### src/rtl/mem_arbiter.sv
// Two-way round-robin arbiter sharing one external memory port between I-cache and D-cache refill.
// A granted burst of BURST_LEN beats is never split; mem_req always drops for a cycle between bursts.
module mem_arbiter #(
  parameter int unsigned XLEN      = 32,
  parameter int unsigned BURST_LEN = 4
) (
  input  logic            clk,
  input  logic            reset,
  input  logic            i_req,
  input  logic [XLEN-1:0] i_addr,
  output logic            i_ack,
  output logic [XLEN-1:0] i_rdata,
  input  logic            d_req,
  input  logic            d_we,
  input  logic [XLEN-1:0] d_addr,
  input  logic [XLEN-1:0] d_wdata,
  output logic            d_ack,
  output logic [XLEN-1:0] d_rdata,
  output logic            mem_req,
  output logic            mem_we,
  output logic [XLEN-1:0] mem_addr,
  output logic [XLEN-1:0] mem_wdata,
  input  logic            mem_ack,
  input  logic [XLEN-1:0] mem_rdata
);

  localparam int unsigned CNT_W = $clog2(BURST_LEN);
  localparam logic [CNT_W-1:0] LAST_BEAT = CNT_W'(BURST_LEN - 1);
  localparam logic GNT_SIDE_I = 1'b0;
  localparam logic GNT_SIDE_D = 1'b1;

  typedef enum logic [1:0] {IDLE = 2'd0, GNT_I = 2'd1, GNT_D = 2'd2} state_t;

  state_t           state, state_nxt;
  logic [CNT_W-1:0] beat_cnt, beat_cnt_nxt;
  logic             last_gnt, last_gnt_nxt;

  // State register; reset leaves last_gnt on D so I wins the first tie.
  always_ff @(posedge clk or posedge reset) begin
    if (reset) begin
      state    <= IDLE;
      beat_cnt <= '0;
      last_gnt <= GNT_SIDE_D;
    end else begin
      state    <= state_nxt;
      beat_cnt <= beat_cnt_nxt;
      last_gnt <= last_gnt_nxt;
    end
  end

  // Next-state and port routing; a dropped request aborts and suppresses that cycle's ack.
  always_comb begin
    state_nxt    = state;
    beat_cnt_nxt = beat_cnt;
    last_gnt_nxt = last_gnt;
    i_ack        = 1'b0;
    i_rdata      = '0;
    d_ack        = 1'b0;
    d_rdata      = '0;
    mem_req      = 1'b0;
    mem_we       = 1'b0;
    mem_addr     = '0;
    mem_wdata    = '0;

    case (state)
      IDLE: begin
        if (i_req && (!d_req || last_gnt == GNT_SIDE_D)) begin
          state_nxt = GNT_I;
        end else if (d_req) begin
          state_nxt = GNT_D;
        end
      end

      GNT_I: begin
        mem_req  = i_req;
        mem_addr = i_addr;
        if (!i_req) begin
          state_nxt    = IDLE;
          beat_cnt_nxt = '0;
          last_gnt_nxt = GNT_SIDE_I;
        end else begin
          i_ack   = mem_ack;
          i_rdata = mem_rdata;
          if (mem_ack) begin
            if (beat_cnt == LAST_BEAT) begin
              state_nxt    = IDLE;
              beat_cnt_nxt = '0;
              last_gnt_nxt = GNT_SIDE_I;
            end else begin
              beat_cnt_nxt = beat_cnt + CNT_W'(1);
            end
          end
        end
      end

      GNT_D: begin
        mem_req   = d_req;
        mem_we    = d_req & d_we;
        mem_addr  = d_addr;
        mem_wdata = d_wdata;
        if (!d_req) begin
          state_nxt    = IDLE;
          beat_cnt_nxt = '0;
          last_gnt_nxt = GNT_SIDE_D;
        end else begin
          d_ack   = mem_ack;
          d_rdata = mem_rdata;
          if (mem_ack) begin
            if (beat_cnt == LAST_BEAT) begin
              state_nxt    = IDLE;
              beat_cnt_nxt = '0;
              last_gnt_nxt = GNT_SIDE_D;
            end else begin
              beat_cnt_nxt = beat_cnt + CNT_W'(1);
            end
          end
        end
      end

      default: state_nxt = IDLE;
    endcase
  end

endmodule

### config.mk
export PLATFORM = sky130hd
export DESIGN_NAME = mem_arbiter
export DESIGN_NICKNAME = d
export VERILOG_FILES = /design/src/rtl/mem_arbiter.sv
export SDC_FILE = /design/constraint.sdc
export NUM_CORES = 1
export LEC_CHECK = 0
export CORE_AREA = 2 2 104 106
export DETAILED_ROUTE_END_ITERATION = 10
export DIE_AREA = 0 0 106 108
export MAX_ROUTING_LAYER = met4
export PLACE_DENSITY_LB_ADDON = 0.15
export SLEW_MARGIN = 10
export SYNTH_ARGS = -nofsm -noshare
export SYNTH_HDL_FRONTEND = slang
export SYNTH_SLANG_ARGS = --single-unit
### constraint.sdc
create_clock -name clk -period 2 [get_ports clk]
set_input_delay 0.4 -clock clk [delete_from_list [all_inputs] [get_ports clk]]
set_output_delay 0.4 -clock clk [all_outputs]
set_load 0.02 [all_outputs]
# Word level (Yosys, flattened, before mapping)
# Cells that the tools add are included.
dict set report word_totals {
  reg_bits 5
  in_bits 134
  out_inout_bits 132
  elab_cells 50
}
dict set report op_classes {
  addsub 1
  eq_ne 8
  n_mux 31
  n_bitwise 1
  reduce_logical 6
}
# operator n
set op_table {}
lappend op_table {{2-to-1 mux 32 bit} 5}
lappend op_table {{case mux 32 bit (2 select lines)} 1}
lappend op_table {{2-to-1 mux 2 bit} 10}
lappend op_table {{inequality test 3 bit (second input constant)} 5}
lappend op_table {{2-to-1 mux 1 bit} 11}
lappend op_table {{case mux 2 bit (3 select lines)} 1}
lappend op_table {{AND reduction 5 bit} 1}
lappend op_table {{equality test 2 bit (second input constant)} 2}
lappend op_table {{case mux 1 bit (2 select lines)} 2}
lappend op_table {{case mux 2 bit (2 select lines)} 1}
lappend op_table {{adder 2 x 1 -> 2 bit (second input constant)} 1}
lappend op_table {{equality test 2 x 1 -> 1 bit (second input constant)} 1}
lappend op_table {{zero test 2 bit} 1}
lappend op_table {{nonzero test 2 bit} 1}
lappend op_table {{AND 1 bit} 1}
lappend op_table {{logical AND 1 bit} 1}
lappend op_table {{zero test 1 bit} 1}
lappend op_table {{logical OR 1 bit} 1}

# Longest topological paths before layout
# Gate-level depths: netlist of the first run.
dict set report depth {
  depth_word 5
  depth_mapped 6
  mapped_depth_nobuf 5
}

# Least setup slack after synthesis of the first run
# No wires, ideal clock.
dict set report synth_path {
  path_kind {register to output}
  startpoint {register state[0]}
  endpoint {output port mem_addr[17]}
  arrival_time_ns 1.445
  t_required_ns 1.600
  slack_ns 0.155
  path_stages_with_launch 6
  n_path_buf 2
  path_cell_list {dfrtp_1 > inv_1 > ha_1 > clkbuf_2 > clkbuf_1 > nor2b_1}
}
dict set report synth_via {
  elab_chain_len 2
  word_cells_on_any_way 3
  cone_classes {eq/ne (2); mux (1)}
}
# element line
set synth_rtl {}
lappend synth_rtl {{start: declaration} 34} ;# state_t state, state_nxt;
lappend synth_rtl {{start signal: assignment} 45} ;# state <= state_nxt;
lappend synth_rtl {{equality test 2 bit / equality test 2 x 1 -> 1 bit (equally long branches)} 65} ;# case (state)
lappend synth_rtl {{case mux 32 bit (2 select lines) (*)} 65}
lappend synth_rtl {{end: declaration} 21} ;# output logic [XLEN-1:0] mem_addr,
# Mark *: on every way between the ends. The rest lies on a longest branch, timed or not.

# Worst setup path in the final report of the first run
dict set report layout_path {
  startpoint {register state[0]}
  endpoint {output port mem_req}
}
dict set report layout_via {
  elab_chain_len 2
  word_cells_on_any_way 3
  cone_classes {eq/ne (2); mux (1)}
}
# element line
set layout_rtl {}
lappend layout_rtl {{equality test 2 bit / equality test 2 x 1 -> 1 bit (equally long branches)} 65}
lappend layout_rtl {{case mux 1 bit (2 select lines) (*)} 65}
lappend layout_rtl {{end: declaration} 19} ;# output logic mem_req,
# Marks and branches as above.

==> results.ini, run 1 <==
[detailed_routing]
firstDrtPassIters = 4
detail-route-antenna-nets = 0
drtIter0Drc = 143
routed_wl_mm = 10.4
via_per_inst = 4.26
routedWlPerCell_um = 16.5
vias = 2691
drc = 0

[synth]
synth-seq-cells = 5
yosys-top-cells-area = and3_1 (27%), a22oi_1 (16%), and2_1 (13%), nor2b_1 (13%), dfrtp_1 (6.4%)
synth.avg_cell_area_um2 = 6.77
syn-num-nets = 370
synth_top_area_frac = 0.268
syn_area_um2 = 1560
synthCells = 231
synth_top_area_cell = and3_1
ys_seq_area_frac = 0.0808
synth.distinct_cells = 25
yosysWarnings = 0

[clock_tree]
cts_tree = done
cts.path.max_buffers = 2
cts_max_level = 1
cts.sinks = 5
clk_latency_ps = 220
hold_buffers = 0
cts.clk_slew.worst_paths_ps = 40
cts_made_buffers = 3
cts-root-buf = clkbuf_8

[global_route]
antenna_found_initial = 0
globalRouteOverflowTotal = 0
grt_pass1_wl_mm = 14.4
grt_pass1_vias = 2533
grt_start_max_net_pins = 34
grt_usage = 0.162

[sta]
worstMarginPinSlew_ps = 320
setup_viol = 1
fin_crit_sh = 1.01
final-hold-violation-count = 0
period_needed_ps = 2010
drv_slew = 0
rsz0062_at_grt = yes
clock_skew_ps = 0.508
clock.fmax_ghz = 0.497
relSlewSlack = 0.784
timing.final.ws_setup_ps = -11.0

[worst_setup_path]
ff2ff_setup_slack_ps = 230
cpLargestDelayFamily = buffers and inverters
crit_slowest_cell = dfrtp_1
arrival_ps = 1610
timing.rr.end = last_gnt$_DFFE_PP1P_
end_kind = primary output
crit_chain = buf_4 > ha_4 > buf_4 > a22o_4 > and2_4 > buf_6
crit_path_frequent_cell = buf_4
reg2reg_depth = 7
crit_fanout = 5
crit_type = flip-flop to primary output
worstSetupStartpointType = flip-flop
r2r-start = state[0]$_DFFE_PP0P_
worst-path-buf-inv = 3
max_stage_delay_ps = 390
required_ps = 1600

[placement]
place_area_um2 = 4510
gp_congestion = 0.819
port_buffers = 265
hpwl_mm = 8.26
place_ws_ps = -376

[floorplan]
die-area_um2 = 11400
io-pin-count = 266
fp-row-count = 37
die_h_um = 108
die_w_um = 106
core_um2 = 10200
initial_core_util = 0.153

[layout]
n_antenna_cell = 0
final_area_um2 = 4160
drive_gt1_frac = 0.347
nets = 636
n_fill_cell = 1095
area_delta_synth_final_pct = 166

[hold_path]
hold_path_class = input pin to asynchronous set/reset pin

[run_status]
outcome = finished, violations left
failed_checks = negative setup slack

[power_and_ir_drop]
powerDensity_nw_per_um2 = 952
ir_drop_mv = 0.409
p_leak_uw = 0.00219

[job]
maxCapViolCount = 0

-- power by group --
group / internal (uW) / total [uW] / leakage, uW / switching, uW
sequential: 147 / 180 / 0.0000622 / 33.2
combinational: 1740 / 3600 / 0.00210 / 1850
clock: 137 / 187 / 0.0000228 / 50.1
total: 2030 / 3960 / 0.00219 / 1940
-- area by class of cell --
cell class | instances | area (um2) | share of cell area
clock buffers | 4 | 45.0 | 0.0108
repair buffers | 291 | 2460 | 0.591
multi-input cells | 191 | 1340 | 0.322
well taps | 136 | 170 | 0.0409
flip-flops and latches | 5 | 126 | 0.0304
inverters | 5 | 18.8 | 0.00451
-- registers in the layout, summed over array words and instances, names as in the netlist --
| signal | cells |
|---|---|
| state | 2 |
| last_gnt | 1 |
| beat_cnt | 2 |
-- kinds of logic (layout without fill, tap and decap cells) --
logic type,after synthesis,after routing,synth area share
simple gates,141,141,0.554
compound gates,41,41,0.195
mux,4,4,0.0264
flops,5,5,0.0808
fa+ha+maj,5,5,0.0400
buf+inv,35,300,0.103
-- synthesized netlist by cell type, drive strengths merged --
master	number
ha	5
clkbuf	16
and3	67
o21ai	1
dfrtp	4
dfstp	1
mux2i	3
inv	5
a22o	1
nand4	1
o311ai	1
nand2b	1
a21oi	2
nor2b	32
buf	14
nand2	3
nand3	2
a31oi	2
a21boi	1
and2	33
nor2	2
mux2	1
a22oi	33
-- repair_timing --
action	CTS	global route
setup endpoints to repair	129	79
hold endpoints to repair	0	0
pin swaps	0	2
resized for setup	412	118
setup buffers	0	1
cloned	0	2
-- layout by cell type, fill, tap and decap left out --
cell	netlist	routed
clkdlybuf4s50_1	0	131
and3_1	67	67
buf_2	10	63
buf_4	4	37
clkbuf_2	2	36
nor2b_1	32	32
and2_1	33	31
a22oi_1	33	30
buf_12	0	9
buf_6	0	8
dfrtp_1	4	4
nand2_1	3	3
mux2i_1	3	3
inv_1	5	3
a22oi_2	0	3
ha_4	0	3
clkbuf_8	0	3
nor2_1	2	2
a31oi_1	2	2
a21oi_1	2	2
nand3_1	2	2
inv_2	0	2
and2_4	0	2
ha_1	5	2
clkbuf_16	0	2
clkdlybuf4s15_1	0	2
nand2b_1	1	1
a22o_4	0	1
a21boi_2	1	1
mux2_1	1	1
o21ai_0	1	1
nand4_1	1	1
o311ai_0	1	1
clkbuf_1	14	1
dlygate4sd2_1	0	1
dlymetal6s2s_1	0	1
dfstp_2	1	1
buf_8	0	1
-- routing by layer --
layer  up-vias  track usage  part of all wire
li1       1352            -                 -
met1      1198        0.169              0.36
met2       129        0.311              0.55
met3        12       0.0380             0.077
met4         0       0.0310             0.015
met5         -            -                 0
-- metrics by stage --
step	hold WS [ps]	TNS (ps)	util	instances	total power, uW
after global routing	417	-155	0.407	632	4240
after floorplan	178	0	-	231	2040
after CTS	401	-22.3	0.420	629	3800
after global placement	573	-29770	0.441	625	3870
after detailed placement	593	-32360	0.441	625	3900
final	394	-11.0	0.407	632	3960
-- worst reg2reg max path, stage by stage (launching register included) --
cell and delay (ps):
dfrtp_1 390, buf_4 150, ha_4 200, buf_4 150, a22o_4 220, buf_4 140
a21boi_2 110, mux2_1 330
-- worst max path at each step --
stage                    startpoint            to  slack (ps)  cells past startpoint
2_1_floorplan  state[0]$_DFFE_PP0P_  mem_addr[17]         150                      5
3_3_place_gp                  d_req       mem_req        -380                      4
3_5_place_dp                  d_req    d_rdata[5]        -380                      4
4_1_cts        state[1]$_DFFE_PP0P_  mem_addr[26]         -20                      6
5_1_grt        state[0]$_DFFE_PP0P_       mem_req         -50                      6
6_report       state[0]$_DFFE_PP0P_       mem_req         -10                      6
Note: power is estimated with default switching activity, not from simulation.
==> run 2, diff against run 1 <==
HOLD_SLACK_MARGIN = 0.12   (was unset)
==> results of run 2 <==
No change in the layout: final DEF, timing and power equal those of run 1.
==> run 3, diff against run 2 <==
SKIP_CTS_REPAIR_TIMING = 1   (was unset)
==> run 3 against run 2 <==
  * The flow still finishes with violations (negative setup slack)
  * Sequential power about the same
  * Highest routed layer unchanged
  * Register-to-register slack improved by 20 ps
  * Sequential share of layout area decreased by 0.66 points
==> results.ini, run 3 (synthesis gave the netlist of run 1 again) <==
[run_status]
outcome = finished, violations left
failed_checks = negative setup slack

[placement]
port_buffers = 265
place_ws_ps = -376
hpwl_mm = 8.26
gp_congestion = 0.819
place_area_um2 = 4510

[sta]
period_needed_ps = 2070
final-hold-violation-count = 0
timing.final.ws_setup_ps = -70.9
drv_slew = 0
fin_setup_tns_ps = -683
relSlewSlack = 0.780
worstMarginPinSlew_ps = 326
rsz0062_at_grt = yes
setup_viol = 26
clock.fmax_ghz = 0.483
clock_skew_ps = 0.362
fin_crit_sh = 1.04

[worst_setup_path]
required_ps = 1600
crit_chain = buf_6 > ha_4 > buf_6 > buf_12 > buf_6 > a22oi_2 > nor2b_4 > buf_6
crit_path_frequent_cell = buf_6
worstSetupStartpointType = flip-flop
cpLargestDelayFamily = buffers and inverters
end_kind = primary output
worst-path-buf-inv = 5
startpoint = state[0]$_DFFE_PP0P_
arrival_ps = 1670
crit_type = flip-flop to primary output
crit_fanout = 13
max_stage_delay_ps = 400
crit_slowest_cell = dfrtp_1
r2r-start = state[0]$_DFFE_PP0P_

[layout]
area_delta_synth_final_pct = 240
layout_commonest_cell = clkdlybuf4s50_1
n_fill_cell = 937
final_cell_mix = clkdlybuf4s50_1 (132), dlymetal6s2s_1 (87), and3_1 (67), and2_1 (32), buf_6 (32)
final_area_um2 = 5310
fin_util = 0.519
regArea_um2 = 126
nets = 654
top_regs = beat_cnt: 2 flops, state: 2 flops, last_gnt: 1 flops
drive_gt1_frac = 0.284
multiInputGateArea_um2 = 1570
n_antenna_cell = 0

[detailed_routing]
drc = 0
vias = 2883
firstDrtPassIters = 4
routedWlPerCell_um = 17.8
via_per_inst = 4.44
routed_wl_mm = 11.6
drtIter0Drc = 137
detail-route-antenna-nets = 0

[floorplan]
fp-row-count = 37
core_um2 = 10200
initial_core_util = 0.153
die_h_um = 108
die-area_um2 = 11400
io-pin-count = 266
die_w_um = 106

[power_and_ir_drop]
p_total_uw = 5230
p_leak_uw = 0.00375
ir_drop_mv = 0.463
powerDensity_nw_per_um2 = 985

[global_route]
grtUsageMet3 = 0.0338
globalRouteOverflowTotal = 0
grt_pass1_vias = 2546
grtUsageMet2 = 0.306
grt_start_max_net_pins = 34
grt_pass1_wl_mm = 14.1
antenna_found_initial = 0
grt.busiest_layer = met2
met1_usage = 0.170
grt_usage = 0.160

[clock_tree]
cts_made_buffers = 3
cts.path.max_buffers = 2
clk_latency_ps = 220
cts-root-buf = clkbuf_8
cts.clk_slew.worst_paths_ps = 40
cts_max_level = 1
cts_tree = done
cts.sinks = 5

[hold_path]
hold_path_class = input pin to asynchronous set/reset pin

[job]
maxCapViolCount = 0

run 3: layout make-up:
| cell class | count | share of cell area |
|---|---|---|
| Tap cell | 136 | 0.0320 |
| Multi-Input combinational cell | 191 | 0.296 |
| Timing Repair Buffer | 309 | 0.636 |
| Inverter | 5 | 0.00353 |
| Sequential cell | 5 | 0.0238 |
| Clock buffer | 4 | 0.00848 |
run 3: worst reg2reg max path, delay by kind of cell, from the launching register on:
family,cells,cell delay [ps]
buffers and inverters,3,420
flip-flops,1,400
AO/OA/AOI/OAI,2,340
multiplexers,1,330
adder cells (fa/ha/maj),1,180
run 3: stage by stage:
stage,hold WS [ps],cells
2_1_floorplan,178,231
3_3_place_gp,573,625
3_5_place_dp,593,625
4_1_cts,401,629
5_1_grt,417,650
6_report,394,650
run 3: metal layers:
metal / part of all wire / routed length (um) / up-vias
met2: 0.56 / 6500 / 129
met1: 0.36 / 4130 / 1353
li1: - / - / 1389
met4: 0.014 / 163 / 0
met3: 0.068 / 791 / 12
met5: 0 / 0 / -
run 3: path summary, 6_finish.rpt:
path,to,slack (ps),depth (start not counted)
hold reg to reg,beat_cnt[1]$_DFFE_PP0P_,600,2
hold / removal,beat_cnt[0]$_DFFE_PP0P_,390,2
setup / recovery,mem_addr[18],-70,8
max in group asynchronous,last_gnt$_DFFE_PP1P_,1360,2
min in group clk,beat_cnt[1]$_DFFE_PP0P_,600,2
setup reg to reg,last_gnt$_DFFE_PP1P_,250,7
run 3: power by group:
group	total [uW]	leakage (uW)	switching (uW)	internal [uW]
registers	181	0.0000622	34.2	147
logic	4860	0.00366	2210	2650
clock network	187	0.0000228	50.3	137
total	5230	0.00375	2300	2930
